## config.mk

```make
export PLATFORM = sky130hd
export DESIGN_NAME = uart_tx_arbiter
export DESIGN_NICKNAME = d
export VERILOG_FILES = /design/src/rtl/uart_tx_arbiter.sv
export SDC_FILE = /design/constraint.sdc
export NUM_CORES = 1
export LEC_CHECK = 0
export BUFFER_PORTS_ARGS = -buffer_cell sky130_fd_sc_hd__buf_4
export CORE_MARGIN = 2
export CORE_UTILIZATION = 51
export DETAILED_ROUTE_END_ITERATION = 12
export GPL_TIMING_DRIVEN = 0
export PLACE_DENSITY = 0.8
export SLEW_MARGIN = 30
export SYNTH_ARGS = -nofsm -noshare
export SYNTH_HDL_FRONTEND = slang
export SYNTH_SLANG_ARGS = --single-unit
export TNS_END_PERCENT = 1
```

## constraint.sdc

```tcl
create_clock -name clk -period 3.4 [get_ports clk]
set_input_delay 1.02 -clock clk [delete_from_list [all_inputs] [get_ports clk]]
set_output_delay 1.02 -clock clk [all_outputs]
set_load 0.01 [all_outputs]
```

## src/rtl/uart_tx_arbiter.sv

```systemverilog
// rtl/uart_tx_arbiter.sv - round-robin byte arbiter in front of a single uart_tx
// Optional packet lock (HOLD state, req_last honoured) via UART_TX_ARB_PKT_LOCK_EN.
module uart_tx_arbiter #(
  parameter int N_REQ       = 3,
  parameter int ACT_TIMEOUT = 4,
  localparam int GW = (N_REQ > 1) ? $clog2(N_REQ) : 1
) (
  input  logic               clk,
  input  logic               rst_n,
  input  logic [N_REQ-1:0]   req_valid,
  input  logic [8*N_REQ-1:0] req_data,
  input  logic [N_REQ-1:0]   req_last,
  output logic [N_REQ-1:0]   req_ready,
  output logic               tx_start,
  output logic [7:0]         tx_data,
  input  logic               tx_active,
  output logic [GW-1:0]      grant_id,
  output logic               busy,
  output logic               err_timeout
);

  localparam int CW = (ACT_TIMEOUT > 1) ? $clog2(ACT_TIMEOUT + 1) : 1;

  typedef enum logic [2:0] {
    S_IDLE,
    S_START,
    S_WAIT_ACT,
    S_WAIT_DONE
`ifdef UART_TX_ARB_PKT_LOCK_EN
    , S_HOLD
`endif
  } state_t;

  state_t          r_state;
  logic [GW-1:0]   r_rr_ptr;
  logic [GW-1:0]   r_grant;
  logic [7:0]      r_tx_data;
  logic            r_tx_start;
  logic            r_err;
  logic [CW-1:0]   r_cnt;
`ifdef UART_TX_ARB_PKT_LOCK_EN
  logic            r_last_q;
`else
  logic            w_unused_last;
  assign w_unused_last = ^req_last;
`endif

  logic            w_found;
  logic [GW-1:0]   w_win;
  logic [GW:0]     w_sum;
  logic [GW-1:0]   w_sel;
  logic [N_REQ-1:0] w_ready;
  logic            w_accept;
  logic            w_timeout;
  logic            w_byte_done;
  logic [GW-1:0]   w_next_ptr;

  // First valid requester at or above rr_ptr, wrapping modulo N_REQ.
  always_comb begin
    w_found = 1'b0;
    w_win   = '0;
    w_sum   = '0;
    for (int i = 0; i < N_REQ; i++) begin
      w_sum = {1'b0, r_rr_ptr} + (GW+1)'(i);
      if (w_sum >= (GW+1)'(N_REQ)) w_sum = w_sum - (GW+1)'(N_REQ);
      if (!w_found && req_valid[w_sum[GW-1:0]]) begin
        w_found = 1'b1;
        w_win   = w_sum[GW-1:0];
      end
    end
  end

  always_comb begin
    w_ready = '0;
    w_sel   = w_win;
    if (r_state == S_IDLE) begin
      if (w_found) w_ready[w_win] = 1'b1;
    end
`ifdef UART_TX_ARB_PKT_LOCK_EN
    else if (r_state == S_HOLD) begin
      w_sel            = r_grant;
      w_ready[r_grant] = req_valid[r_grant];
    end
`endif
  end

  assign req_ready   = rst_n ? w_ready : '0;
  assign w_accept    = |(req_valid & w_ready);
  assign w_timeout   = (r_state == S_WAIT_ACT) && !tx_active &&
                       (r_cnt >= CW'(ACT_TIMEOUT - 1));
  assign w_byte_done = w_timeout || ((r_state == S_WAIT_DONE) && !tx_active);
  assign w_next_ptr  = (r_grant == GW'(N_REQ - 1)) ? '0 : r_grant + GW'(1);

  always_ff @(posedge clk or negedge rst_n) begin
    if (!rst_n) begin
      r_state    <= S_IDLE;
      r_rr_ptr   <= '0;
      r_grant    <= '0;
      r_tx_data  <= '0;
      r_tx_start <= 1'b0;
      r_err      <= 1'b0;
      r_cnt      <= '0;
`ifdef UART_TX_ARB_PKT_LOCK_EN
      r_last_q   <= 1'b0;
`endif
    end else begin
      r_tx_start <= 1'b0;
      r_err      <= w_timeout;
      case (r_state)
        S_START: begin
          r_cnt   <= CW'(1);
          r_state <= S_WAIT_ACT;
        end
        S_WAIT_ACT: begin
          if (tx_active) r_state <= S_WAIT_DONE;
          else if (!w_timeout) r_cnt <= r_cnt + CW'(1);
        end
        S_WAIT_DONE: ;
        default: begin
          if (w_accept) begin
            r_tx_data  <= req_data[{w_sel, 3'b000} +: 8];
            r_grant    <= w_sel;
            r_tx_start <= 1'b1;
            r_state    <= S_START;
`ifdef UART_TX_ARB_PKT_LOCK_EN
            r_last_q   <= req_last[w_sel];
`endif
          end
        end
      endcase
      // A timed-out byte is treated exactly like a completed one.
      if (w_byte_done) begin
`ifdef UART_TX_ARB_PKT_LOCK_EN
        if (r_last_q) begin
          r_rr_ptr <= w_next_ptr;
          r_state  <= S_IDLE;
        end else begin
          r_state  <= S_HOLD;
        end
`else
        r_rr_ptr <= w_next_ptr;
        r_state  <= S_IDLE;
`endif
      end
    end
  end

  assign tx_start    = r_tx_start;
  assign tx_data     = r_tx_data;
  assign grant_id    = r_grant;
  assign err_timeout = r_err;
  assign busy        = (r_state != S_IDLE);

endmodule
```

==> reports/results.tsv, run 1 <==
stage	metric	value	unit
sta	fin_crit	3.37	ns
floorplanning	fp.dieArea	3460	µm²
clocking	clk_latency	0.30	ns
power	vdd_drop_max	0.499	mV
floorplanning	io_pins	49	
sta	fmax	297	MHz
sta	holdWs	0.517	ns
grt	grt_pass1_vias	1512	
clocking	cts_buffer_depth	2	
grt	grt_max_degree	22	
synth	yosysUniqueCellTypes	40	
cells_and_area	final_cell_mix	57 x buf_4, 19 x dfrtp_1, 16 x o21ai_0, 13 x nor2_1	
drt	drc_errors	2	
worst_hold_path	min_to	r_cnt[2]$_DFFE_PN0P_	
floorplanning	core.rowCount	19	
critical_path	cp_max_fo	8	
drt	firstDrtPassIters	9	
sta	timing.final.ws_setup	0.0301	ns
clocking	htree_num_levels	1	
synth	syn-num-nets	209	
synth	synthFlopType	dfrtp_1	
cells_and_area	nFillCells	206	
sta	setup_viol	0	
clocking	numCtsBuffers	3	
flow_run	timing.max_cap.violations	0	
sta	slew_violations	0	
critical_path	r2r_slack	0.55	ns
cells_and_area	regArea	475	µm²
synth	synth_edf_count	0	
placement	dp_hpwl	2910	µm
worst_hold_path	whs_path_depth	2	
cells_and_area	diodes	0	
floorplanning	initial_core_util	54.6	%
power	p_per_area	1020	nW/µm²
synth	ys_ff_latch	19	
grt	antenna_found_initial	0	
run_status	violations	design-rule violations	
synth	syn_area	1530	µm²
critical_path	endpoint_kind	output port	
cells_and_area	synthToLayoutAreaGrowth	36.4	%
drt	ant_nets	0	
floorplanning	die_w	58.8	µm
drt	vias	1503	
synth	seq_area_frac_synth	31.0	%
clocking	ctsHoldBuffers	0	
drt	post_drt_wl_per_cell	16.2	µm
critical_path	r2r_end	tx_data[3]$_DFFE_PN0P_	
critical_path	required	2.38	ns
critical_path	worstSetupPathType	reg -> out	
clocking	cts-root-buf	clkbuf_4	
critical_path	cp-start-kind	flip-flop	
cells_and_area	final_nets	269	
synth	syn_avg_cell_area	9.23	µm²
critical_path	r2r-start	r_rr_ptr[1]$_DFFE_PN0P_	
sta	finalHoldViolCount	0	
cells_and_area	stdcell_area	2090	µm²
clocking	cts_tree	built	
sta	tightest_slew	0.384	ns
worst_hold_path	hold_class	reg -> reg	
drt	avgViaCountPerCell	5.87	
grt	grtUsageTotal	25.7	%
cells_and_area	drive_above_1_share	40.9	%
critical_path	r2r_cells	12	
drt	totalWireLength	4150	µm
placement	placed_cell_area	1910	µm²
sta	fin_worst_skew	0.00687	ns
synth	synthArstFlopShare	100	%
clocking	clk_pin_slew_worst_paths	0.12	ns
cells_and_area	layout_commonest_cell	buf_4	
synth	synth_cells	166	
worst_hold_path	holdCritStartpoint	r_cnt[2]$_DFFE_PN0P_	
sta	rsz0062_at_grt	true	
run_status	status	finished, violations left	
critical_path	worstPathArrival	2.35	ns
synth	yosys_warnings	0	
grt	grt_pass1_wl	6820	µm
cells_and_area	multi_input_area	993	µm²
sta	slew_headroom	74.1	%
clocking	cts_sinks	19	
placement	pre_cts_ws	-0.284	ns
power	leakagePower	1.03	nW
floorplanning	die-height	58.8	µm
drt	drtIter0Drc	49	
floorplanning	coreArea	2810	µm²
sta	period_share	99.1	%
placement	routabilityCongestion	0.781	
grt	grt-ovfl-total	0	
placement	port_buffers	45	
==> cell families (layout without fill, tap and decap cells) <==
group,after synthesis,after routing,share of synthesized area (%)
flip-flops,19,19,31.0
adder cells (fa/ha/maj),10,10,8.17
AO/OA/AOI/OAI,48,48,22.5
buffers and inverters,23,82,8.09
multiplexers,16,16,12.7
AND/OR/NAND/NOR,50,50,17.4
==> sequential cells by signal (all words and copies together), names as in the netlist <==
register and flops:
tx_data 8, r_state 2, grant_id 2, r_cnt 3, r_rr_ptr 2, tx_start 1
err_timeout 1
==> routing by layer <==
metal,GRT usage [%],routed length (µm),up-vias
li1,-,-,715
met1,29.9,1670,696
met2,44.9,2010,74
met3,5.27,280,18
met4,11.7,193,0
met5,0,0,-
==> how the worst max path moves through the flow <==
stage	from	endpoint	slack, ns
3_3_place_gp	req_valid[0]	req_ready[1]	-0.25
6_report	r_rr_ptr[1]$_DFFE_PN0P_	req_ready[1]	0.03
3_5_place_dp	req_valid[0]	req_ready[1]	-0.28
5_1_grt	r_rr_ptr[0]$_DFFE_PN0P_	req_ready[1]	-0.14
2_1_floorplan	req_valid[1]	req_ready[1]	0.07
4_1_cts	r_rr_ptr[1]$_DFFE_PN0P_	req_ready[0]	0.003
==> synth_stat cells, types with 3 or more instances <==
cell type,instances,area (µm²)
a31oi_1,9,56.3
buf_2,4,20.0
dfrtp_1,19,475
ha_1,10,125
inv_1,14,52.6
mux2_2,4,45.0
mux2_4,6,90.1
mux2i_1,6,60.1
nand2_1,8,30.0
nand3_1,4,20.0
nand3b_1,12,90.1
nor2_1,14,52.6
nor2b_1,4,25.0
o21ai_0,16,80.1
o21ai_1,3,15.0
==> critical path, stage by stage, from the launching register on <==
cell     delay (ns)
dfrtp_1        0.42
inv_2          0.06
ha_2           0.17
buf_6          0.14
mux2i_4        0.20
o211a_1        0.25
a32oi_2        0.23
buf_6          0.14
nand3_2        0.08
nor3_2         0.19
buf_4          0.15
==> repair_timing <==
| item | CTS | global route |
|---|---|---|
| pin swaps | 0 | 6 |
| setup endpoints to repair | 3 | 3 |
| gates resized for setup | 3 | 15 |
| buffers inserted | 2 | 10 |
==> metrics by stage <==
stage / power, mW / cells / util (%) / TNS, ns
floorplan: 1.41 / 166 / - / 0
global placement: 1.71 / 242 / 68.0 / -0.520
detailed placement: 1.77 / 242 / 68.0 / -0.618
CTS: 1.92 / 247 / 69.7 / 0
global route: 2.28 / 256 / 74.4 / -0.197
finish: 2.12 / 256 / 74.4 / 0
==> power by group <==
part / switching, mW / total, mW / internal (mW) / leakage [nW]
Clock: 0.0775 / 0.121 / 0.0438 / 0.0177
Combinational: 0.785 / 1.59 / 0.807 / 0.779
Sequential: 0.0763 / 0.410 / 0.334 / 0.232
==> area by class of cell <==
type | count | area share [%]
multi-input cells | 124 | 47.6
flip-flops and latches | 19 | 22.8
repair buffers | 57 | 20.5
plain buffers | 6 | 3.30
inverters | 15 | 2.70
well taps | 31 | 1.86
clock buffers | 3 | 1.08
clock inverters | 1 | 0.240
Note: power is estimated with default switching activity, not from simulation.
==> run 2, diff against run 1 <==
CORE_UTILIZATION = 53   (was 51)
CTS_BUF_LIST = sky130_fd_sc_hd__clkbuf_4   (was unset)
PLACE_DENSITY = 0.83   (was 0.8)
==> reports/results.tsv, run 2 (synthesis results as in run 1) <==
stage	metric	value	unit	change
sta	finalHoldViolCount	0		unchanged
drt	avgViaCountPerCell	5.93		was 5.87
sta	setup_viol	0		unchanged
placement	placed_cell_area	1910	µm²	unchanged
critical_path	crit_top_cell	buf_6		unchanged
grt	antenna_found_initial	0		unchanged
cells_and_area	synthToLayoutAreaGrowth	33.6	%	was 36.4%
placement	port_buffers	45		unchanged
sta	tightest_slew	0.385	ns	was 0.384 ns
clocking	cts_sinks	19		unchanged
grt	grt-ovfl-total	0		unchanged
cells_and_area	nFillCells	194		was 206
clocking	cts_buffer_depth	2		unchanged
power	p_per_area	1000	nW/µm²	was 1020 nW/µm²
power	p_int	1.14	mW	was 1.19 mW
sta	fin_worst_skew	0.00172	ns	was 0.00687 ns
cells_and_area	largest_reg_flops	8		unchanged
cells_and_area	layout_commonest_cell	buf_4		unchanged
floorplanning	die-height	57.8	µm	was 58.8 µm
placement	dp.cells	242		unchanged
power	netSwitchingFraction	44.5	%	was 44.2%
sta	period_share	98.4	%	was 99.1%
critical_path	critPathTopFamily	simple AND/OR/NAND/NOR gates		was buffers and inverters
grt	grtUsageTotal	25.2	%	was 25.7%
grt	grt_max_degree	22		unchanged
sta	slew_violations	0		unchanged
cells_and_area	final_nets	266		was 269
power	leakagePower	1.02	nW	was 1.03 nW
drt	totalWireLength	4130	µm	was 4150 µm
drt	wl_met1	1710	µm	was 1670 µm
critical_path	required	2.38	ns	about the same
critical_path	worstSetupPathType	reg -> out		unchanged
drt	ant_nets	0		unchanged
critical_path	cp.buffers_inverters	4		unchanged
power	power_frac_seq	20.2	%	was 19.3%
drt	post_drt_wl_per_cell	16.3	µm	was 16.2 µm
critical_path	worstPathArrival	2.33	ns	was 2.35 ns
cells_and_area	stdcell_area	2050	µm²	was 2090 µm²
grt	grt_pass1_vias	1388		was 1512
cells_and_area	layoutNonFillerInstCount	253		was 256
critical_path	cp_slowest_cell	dfrtp_1		unchanged
drt	drtIter0Drc	52		was 49
power	clkPwrFrac	5.9	%	was 5.7%
floorplanning	initial_core_util	55.5	%	was 54.6%
power	vdd_drop_max	0.626	mV	was 0.499 mV
floorplanning	core.rowCount	19		unchanged
sta	fmax	299	MHz	was 297 MHz
cells_and_area	final_cell_mix	55 x buf_4, 19 x dfrtp_1, 16 x o21ai_0, 13 x inv_1, 13 x nor2_1		was 57 x buf_4, 19 x dfrtp_1, 16 x o21ai_0, 13 x nor2_1
critical_path	endpoint_kind	output port		unchanged
clocking	cts_tree	built		unchanged
drt	drc_errors	0		was 2
clocking	cts-root-buf	clkbuf_4		unchanged
grt	grt_pass1_wl	6500	µm	was 6820 µm
cells_and_area	diodes	0		unchanged
flow_run	timing.max_cap.violations	0		unchanged
critical_path	path_cells	inv_2 > ha_2 > buf_6 > nand2b_1 > and3_1 > a32oi_2 > buf_6 > nand3_2 > nor3_2 > buf_4		was inv_2 > ha_2 > buf_6 > mux2i_4 > o211a_1 > a32oi_2 > buf_6 > nand3_2 > nor3_2 > buf_4
placement	routabilityCongestion	0.765		was 0.781
floorplanning	coreArea	2760	µm²	was 2810 µm²
floorplanning	io_pins	49		unchanged
clocking	numCtsBuffers	3		unchanged
drt	routed-wl-met2	2020	µm	was 2010 µm
cells_and_area	drive_above_1_share	39.6	%	was 40.9%
clocking	clk_pin_slew_worst_paths	0.11	ns	was 0.12 ns
drt	vias	1501		was 1503
clocking	clk_latency	0.31	ns	was 0.30 ns
floorplanning	die_w	57.8	µm	was 58.8 µm
drt	dr_wl_met3	278	µm	was 280 µm
clocking	ctsHoldBuffers	0		unchanged
drt	routed.top_layer	met4		unchanged
critical_path	cpPeakStageDelay	0.42	ns	about the same
worst_hold_path	hold_class	reg -> reg		unchanged
clocking	htree_num_levels	1		unchanged
sta	fin_crit	3.35	ns	was 3.37 ns
drt	firstDrtPassIters	4		was 9
critical_path	cp_max_fo	8		unchanged
run_status	status	finished clean		was finished, violations left
placement	dp_hpwl	2880	µm	was 2910 µm
floorplanning	fp.dieArea	3340	µm²	was 3460 µm²
power	switchingPower	0.914	mW	was 0.939 mW
power	combinationalPowerShare	73.9	%	was 75.0%
critical_path	cp-start-kind	flip-flop		unchanged
sta	slew_headroom	74.1	%	about the same
run 2: power by group through the flow:
stage	Sequential, mW	Clock [mW]	Combinational [mW]
6_report	0.416	0.121	1.52
5_1_grt	0.428	0.138	1.64
4_1_cts	0.413	0.125	1.39
3_5_place_dp	0.415	0	1.36
3_3_place_gp	0.408	0	1.30
2_1_floorplan	0.430	0	0.980
run 2: what timing repair did:
item                       CTS  global route
setup buffers                2             7
setup endpoints to repair    3             3
resized for setup            4            11
pin swaps                    0             5
run 2: metrics by stage:
| stage | TNS [ns] | total power [mW] | util (%) | hold WS, ns | setup WS, ns |
|---|---|---|---|---|---|
| floorplan | 0 | 1.41 | - | 0.471 | 0.0741 |
| global placement | -0.490 | 1.70 | 69.2 | 0.489 | -0.247 |
| detailed placement | -0.561 | 1.77 | 69.2 | 0.501 | -0.281 |
| CTS | -0.0147 | 1.93 | 71.0 | 0.532 | -0.0147 |
| global route | -0.0177 | 2.21 | 74.2 | 0.550 | -0.0121 |
| finish | 0 | 2.05 | 74.2 | 0.529 | 0.0529 |
run 2: metal layers:
metal | vias to the layer above | GRT usage [%]
met5 | - | 0
met4 | 0 | 10.3
met3 | 23 | 4.91
met2 | 79 | 44.5
met1 | 692 | 29.8
li1 | 707 | -
run 2: worst paths after layout:
check	from	slack (ns)	cells past startpoint	to
setup / recovery	r_rr_ptr[1]$_DFFE_PN0P_	0.05	10	req_ready[1]
hold / removal	tx_data[5]$_DFFE_PN0P_	0.53	1	tx_data[5]$_DFFE_PN0P_
setup reg to reg	r_rr_ptr[1]$_DFFE_PN0P_	0.63	11	tx_data[2]$_DFFE_PN0P_
hold reg to reg	tx_data[5]$_DFFE_PN0P_	0.53	1	tx_data[5]$_DFFE_PN0P_
max in group asynchronous	rst_n	2.61	1	tx_data[6]$_DFFE_PN0P_
min in group asynchronous	rst_n	0.57	1	r_cnt[2]$_DFFE_PN0P_
run 2: cell type report:
class / instances / area [µm²] / area share (%)
multi-input cells: 124 / 976 / 47.7
flip-flops and latches: 19 / 475 / 23.2
repair buffers: 54 / 405 / 19.8
plain buffers: 6 / 66.3 / 3.24
inverters: 15 / 56.3 / 2.75
well taps: 31 / 38.8 / 1.90
clock buffers: 3 / 22.5 / 1.10
clock inverters: 1 / 5.00 / 0.245
